<file path="src/rtl/regfile_arbiter.sv">
// Round-robin arbiter sharing one single-port regfile between ports A and B.
// Each transaction is a req/ack handshake. All outputs come from registers.
module regfile_arbiter #(
    parameter int AW = 5,
    parameter int DW = 32
) (
    input  logic          clk,
    input  logic          reset_,
    input  logic          req_a,
    input  logic          wr_a,
    input  logic [AW-1:0] addr_a,
    input  logic [DW-1:0] wdata_a,
    output logic          ack_a,
    output logic [DW-1:0] rdata_a,
    input  logic          req_b,
    input  logic          wr_b,
    input  logic [AW-1:0] addr_b,
    input  logic [DW-1:0] wdata_b,
    output logic          ack_b,
    output logic [DW-1:0] rdata_b,
    output logic          rf_we_,
    output logic [AW-1:0] rf_addr,
    output logic [DW-1:0] rf_din,
    input  logic [DW-1:0] rf_dout,
    output logic          busy
);

    typedef enum logic [1:0] {
        IDLE,
        ACCESS,
        CAPT,
        DONE
    } state_t;

    state_t state;
    logic   win_b;
    logic   last_b;
    logic   pick_b;
    logic   pick_wr;

    // B wins when it is the only requester, or on contention when A went last
    assign pick_b  = req_b & (~req_a | ~last_b);
    assign pick_wr = pick_b ? wr_b : wr_a;

    always_ff @(posedge clk or negedge reset_) begin
        if (!reset_) begin
            state   <= IDLE;
            rf_we_  <= 1'b1;
            rf_addr <= '0;
            rf_din  <= '0;
            ack_a   <= 1'b0;
            ack_b   <= 1'b0;
            rdata_a <= '0;
            rdata_b <= '0;
            busy    <= 1'b0;
            win_b   <= 1'b0;
            last_b  <= 1'b1;
        end else begin
            unique case (state)
                IDLE: begin
                    if (req_a | req_b) begin
                        win_b   <= pick_b;
                        last_b  <= pick_b;
                        rf_addr <= pick_b ? addr_b : addr_a;
                        rf_din  <= pick_b ? wdata_b : wdata_a;
                        rf_we_  <= ~pick_wr;
                        busy    <= 1'b1;
                        state   <= ACCESS;
                    end
                end
                ACCESS: begin
                    // the write strobe commits on this edge
                    if (!rf_we_) begin
                        rf_we_ <= 1'b1;
                        ack_a  <= ~win_b;
                        ack_b  <= win_b;
                        state  <= DONE;
                    end else begin
                        state <= CAPT;
                    end
                end
                CAPT: begin
                    if (win_b) begin
                        rdata_b <= rf_dout;
                    end else begin
                        rdata_a <= rf_dout;
                    end
                    ack_a <= ~win_b;
                    ack_b <= win_b;
                    state <= DONE;
                end
                DONE: begin
                    ack_a <= 1'b0;
                    ack_b <= 1'b0;
                    busy  <= 1'b0;
                    state <= IDLE;
                end
                default: begin
                    state <= IDLE;
                end
            endcase
        end
    end

endmodule

</file>
<file path="config.mk">
export PLATFORM = sky130hd
export DESIGN_NAME = regfile_arbiter
export DESIGN_NICKNAME = d
export VERILOG_FILES = /design/src/rtl/regfile_arbiter.sv
export SDC_FILE = /design/constraint.sdc
export NUM_CORES = 1
export LEC_CHECK = 0
export CORE_ASPECT_RATIO = 1.4
export CORE_MARGIN = 5
export CORE_UTILIZATION = 44
export DETAILED_ROUTE_END_ITERATION = 16
export GPL_ROUTABILITY_DRIVEN = 0
export GPL_TIMING_DRIVEN = 0
export PLACE_DENSITY = 0.86
export SYNTH_ARGS = -nofsm -noshare
export SYNTH_HDL_FRONTEND = slang
export SYNTH_SLANG_ARGS = --single-unit
</file>
<file path="constraint.sdc">
create_clock -name clk -period 4.8 [get_ports clk]
set_input_delay 0.48 -clock clk [delete_from_list [all_inputs] [get_ports clk]]
set_output_delay 0.48 -clock clk [all_outputs]
set_load 0.02 [all_outputs]
</file>
==> flow_summary.toml <==
[clock_network]
ctsResizeCount = 0
cts_root_buf = "clkbuf_16"
holdBufCountCts = 0
cts_tree = "yes"
htreeDepth = 3
cts_buffer_depth = 2
post-cts-setup-buffers = 0
clkSinkCount = 109
clk_pin_slew_worst_paths_ns = 0.07
clock_latency_ns = 0.34
cts_buffers = 9

[global_routing]
grt_max_degree = 74
gr-total-overflow = 0
antenna_found_initial = 0
grt_pass1_vias = 3904
grt.total_usage = 0.213
grt_pass1_wl_um = 20200

[logic_synthesis]
avgSynthCellArea_um2 = 13.3
synth_top_area_frac = 0.592
synth.yosys.seq_area_share = 0.604
synth_seq_cells = 109
synth_nets = 457
synth_cell_type_count = 29
synth.area.top_cells = "dfrtp_1 (59%), mux2_2 (16%), mux2i_1 (8.2%)"
synth_cells = 339
ys.warnings.count = 0
synth_top_cell_by_area = "dfrtp_1"
syn-cell-area_um2 = 4520

[timing]
hold_viol = 0
timing.fmax_mhz = 500
skew_ns = 0.00608
slew-limit-headroom = 0.614
worstMarginPinSlew_ns = 0.573
setup_viol = 0
fin_crit_sh = 0.417
finalWorstSetupSlack_ns = 2.80
final.setup.tns_ns = 0
rsz0062_at_grt = "false"
min_period_ns = 2.00
drv_slew = 0

[floorplanning]
ios = 217
coreArea_um2 = 10000
die_h_um = 130
num_rows = 43
start_util = 0.452
dieArea_um2 = 12400
fp.dieW_um = 95.7

[worst_setup_path]
crit_cells = 1
critPathBufInv = 1
path_class = "flop to output pin"
startpoint_type = "flop"
critPathMaxStageDelay_ns = 0.62
critPathSlowestCell = "clkdlybuf4s50_1"
rr_worst_depth = 7
worstPathMaxFanout = 4
endpoint_kind = "output pin"
crit_chain = "clkdlybuf4s50_1"
crit_family = "buffers and inverters"
arrival_ns = 1.52
required_ns = 4.32

[drt]
drc = 0
post_drt_wl_per_cell_um = 18.2
drt-total-wl_um = 12900
firstDrtPassIters = 4
avgViaCountPerCell = 4.99
vias = 3529
drt_iter0_markers = 82
ant_nets = 0

[layout]
drive_gt1_frac = 0.175
final_nets = 685
final_common_cell = "clkdlybuf4s50_1"
fin_util = 0.717
fin_area_um2 = 7180
fillers = 689
areaGrowthSynthToFinish_pct = 58.7
final_cell_mix = "clkdlybuf4s50_1 (215), dfrtp_1 (107), mux2_2 (64)"
insertedDiodeCount = 0
register_area_um2 = 2730
multi_input_area_um2 = 1660

[power_and_ir_drop]
ir_worst_vdd_uv = 301
p_total_mw = 5.03
leakagePower_nw = 3.06
powerDensity_nw_per_um2 = 700

[placement]
portBuffers = 216
dp_slack_ns = 2.44
dpl.hpwl_um = 10300
dpl-instance-area_um2 = 6880

[outcome]
status = "finished, final reports clean"

[hold_path]
hold_class = "primary input to async pin"

[run]
drv_cap = 0
[area by class of cell]
class | count | share of cell area
plain buffers | 19 | 0.0167
clock inverters | 6 | 0.00976
flip-flops and latches | 109 | 0.380
multi-input cells | 207 | 0.231
inverters | 4 | 0.00209
clock buffers | 10 | 0.0319
well taps | 135 | 0.0235
repair buffers | 217 | 0.305
[layer usage]
| metal | global-route usage | vias up | routed length [um] |
|---|---|---|---|
| met5 | 0 | - | 0 |
| met4 | 0.0762 | 0 | 323 |
| met1 | 0.246 | 1691 | 4890 |
| li1 | - | 1642 | - |
| met2 | 0.370 | 172 | 6470 |
| met3 | 0.0652 | 24 | 1200 |
[cell usage after synthesis (all sizes together)]
cell / n
nand2: 39
nand3b: 1
a2bb2oi: 1
dfrtp: 107
nor2: 3
ha: 6
a21boi: 1
a21oi: 2
nor3b: 1
a22oi: 1
o31ai: 1
inv: 4
mux2: 66
a31oi: 1
a22o: 1
nor2b: 1
dfstp: 2
clkbuf: 5
o21ai: 42
nor3: 1
mux2i: 37
or3b: 1
buf: 14
nand2b: 1
[final timing paths]
check / slack (ns) / endpoint / from
max in group asynchronous: 3.99 / rdata_b[12] / reset_
max reg2reg: 2.88 / rf_din[6] / state[0]
min reg2reg: 0.48 / rf_din[30] / rf_din[30]
min: 0.10 / rdata_b[8] / reset_
min in group clk: 0.48 / rf_din[30] / rf_din[30]
max: 2.80 / rf_we_ / rf_we_
[state kept, by name (all words and copies together), names as in the netlist]
register  count
ack_a         1
ack_b         1
busy          1
last_b        1
rdata_a      32
rdata_b      32
rf_addr       5
rf_din       32
rf_we_        1
state         2
win_b         1
[where the power goes]
part	internal (mW)	total [mW]	switching (mW)	leakage [nW]
combinational	1.33	2.63	1.30	1.62
sequential	1.40	1.65	0.256	1.30
clock	0.410	0.743	0.333	0.141
[cell families after synthesis]
kind of cell / count (synthesis) / share of synthesized area
flops: 109 / 0.604
mux: 103 / 0.246
compound gates: 50 / 0.0598
simple gates: 48 / 0.0440
buf+inv: 23 / 0.0299
fa+ha+maj: 6 / 0.0166
[through the flow]
stage	cells	hold slack (ns)
global placement	690	0.462
CTS	707	0.114
detailed placement	691	0.475
floorplan	339	0.184
finish	707	0.105
global route	707	0.133
Power figures use the tool's default switching activity.
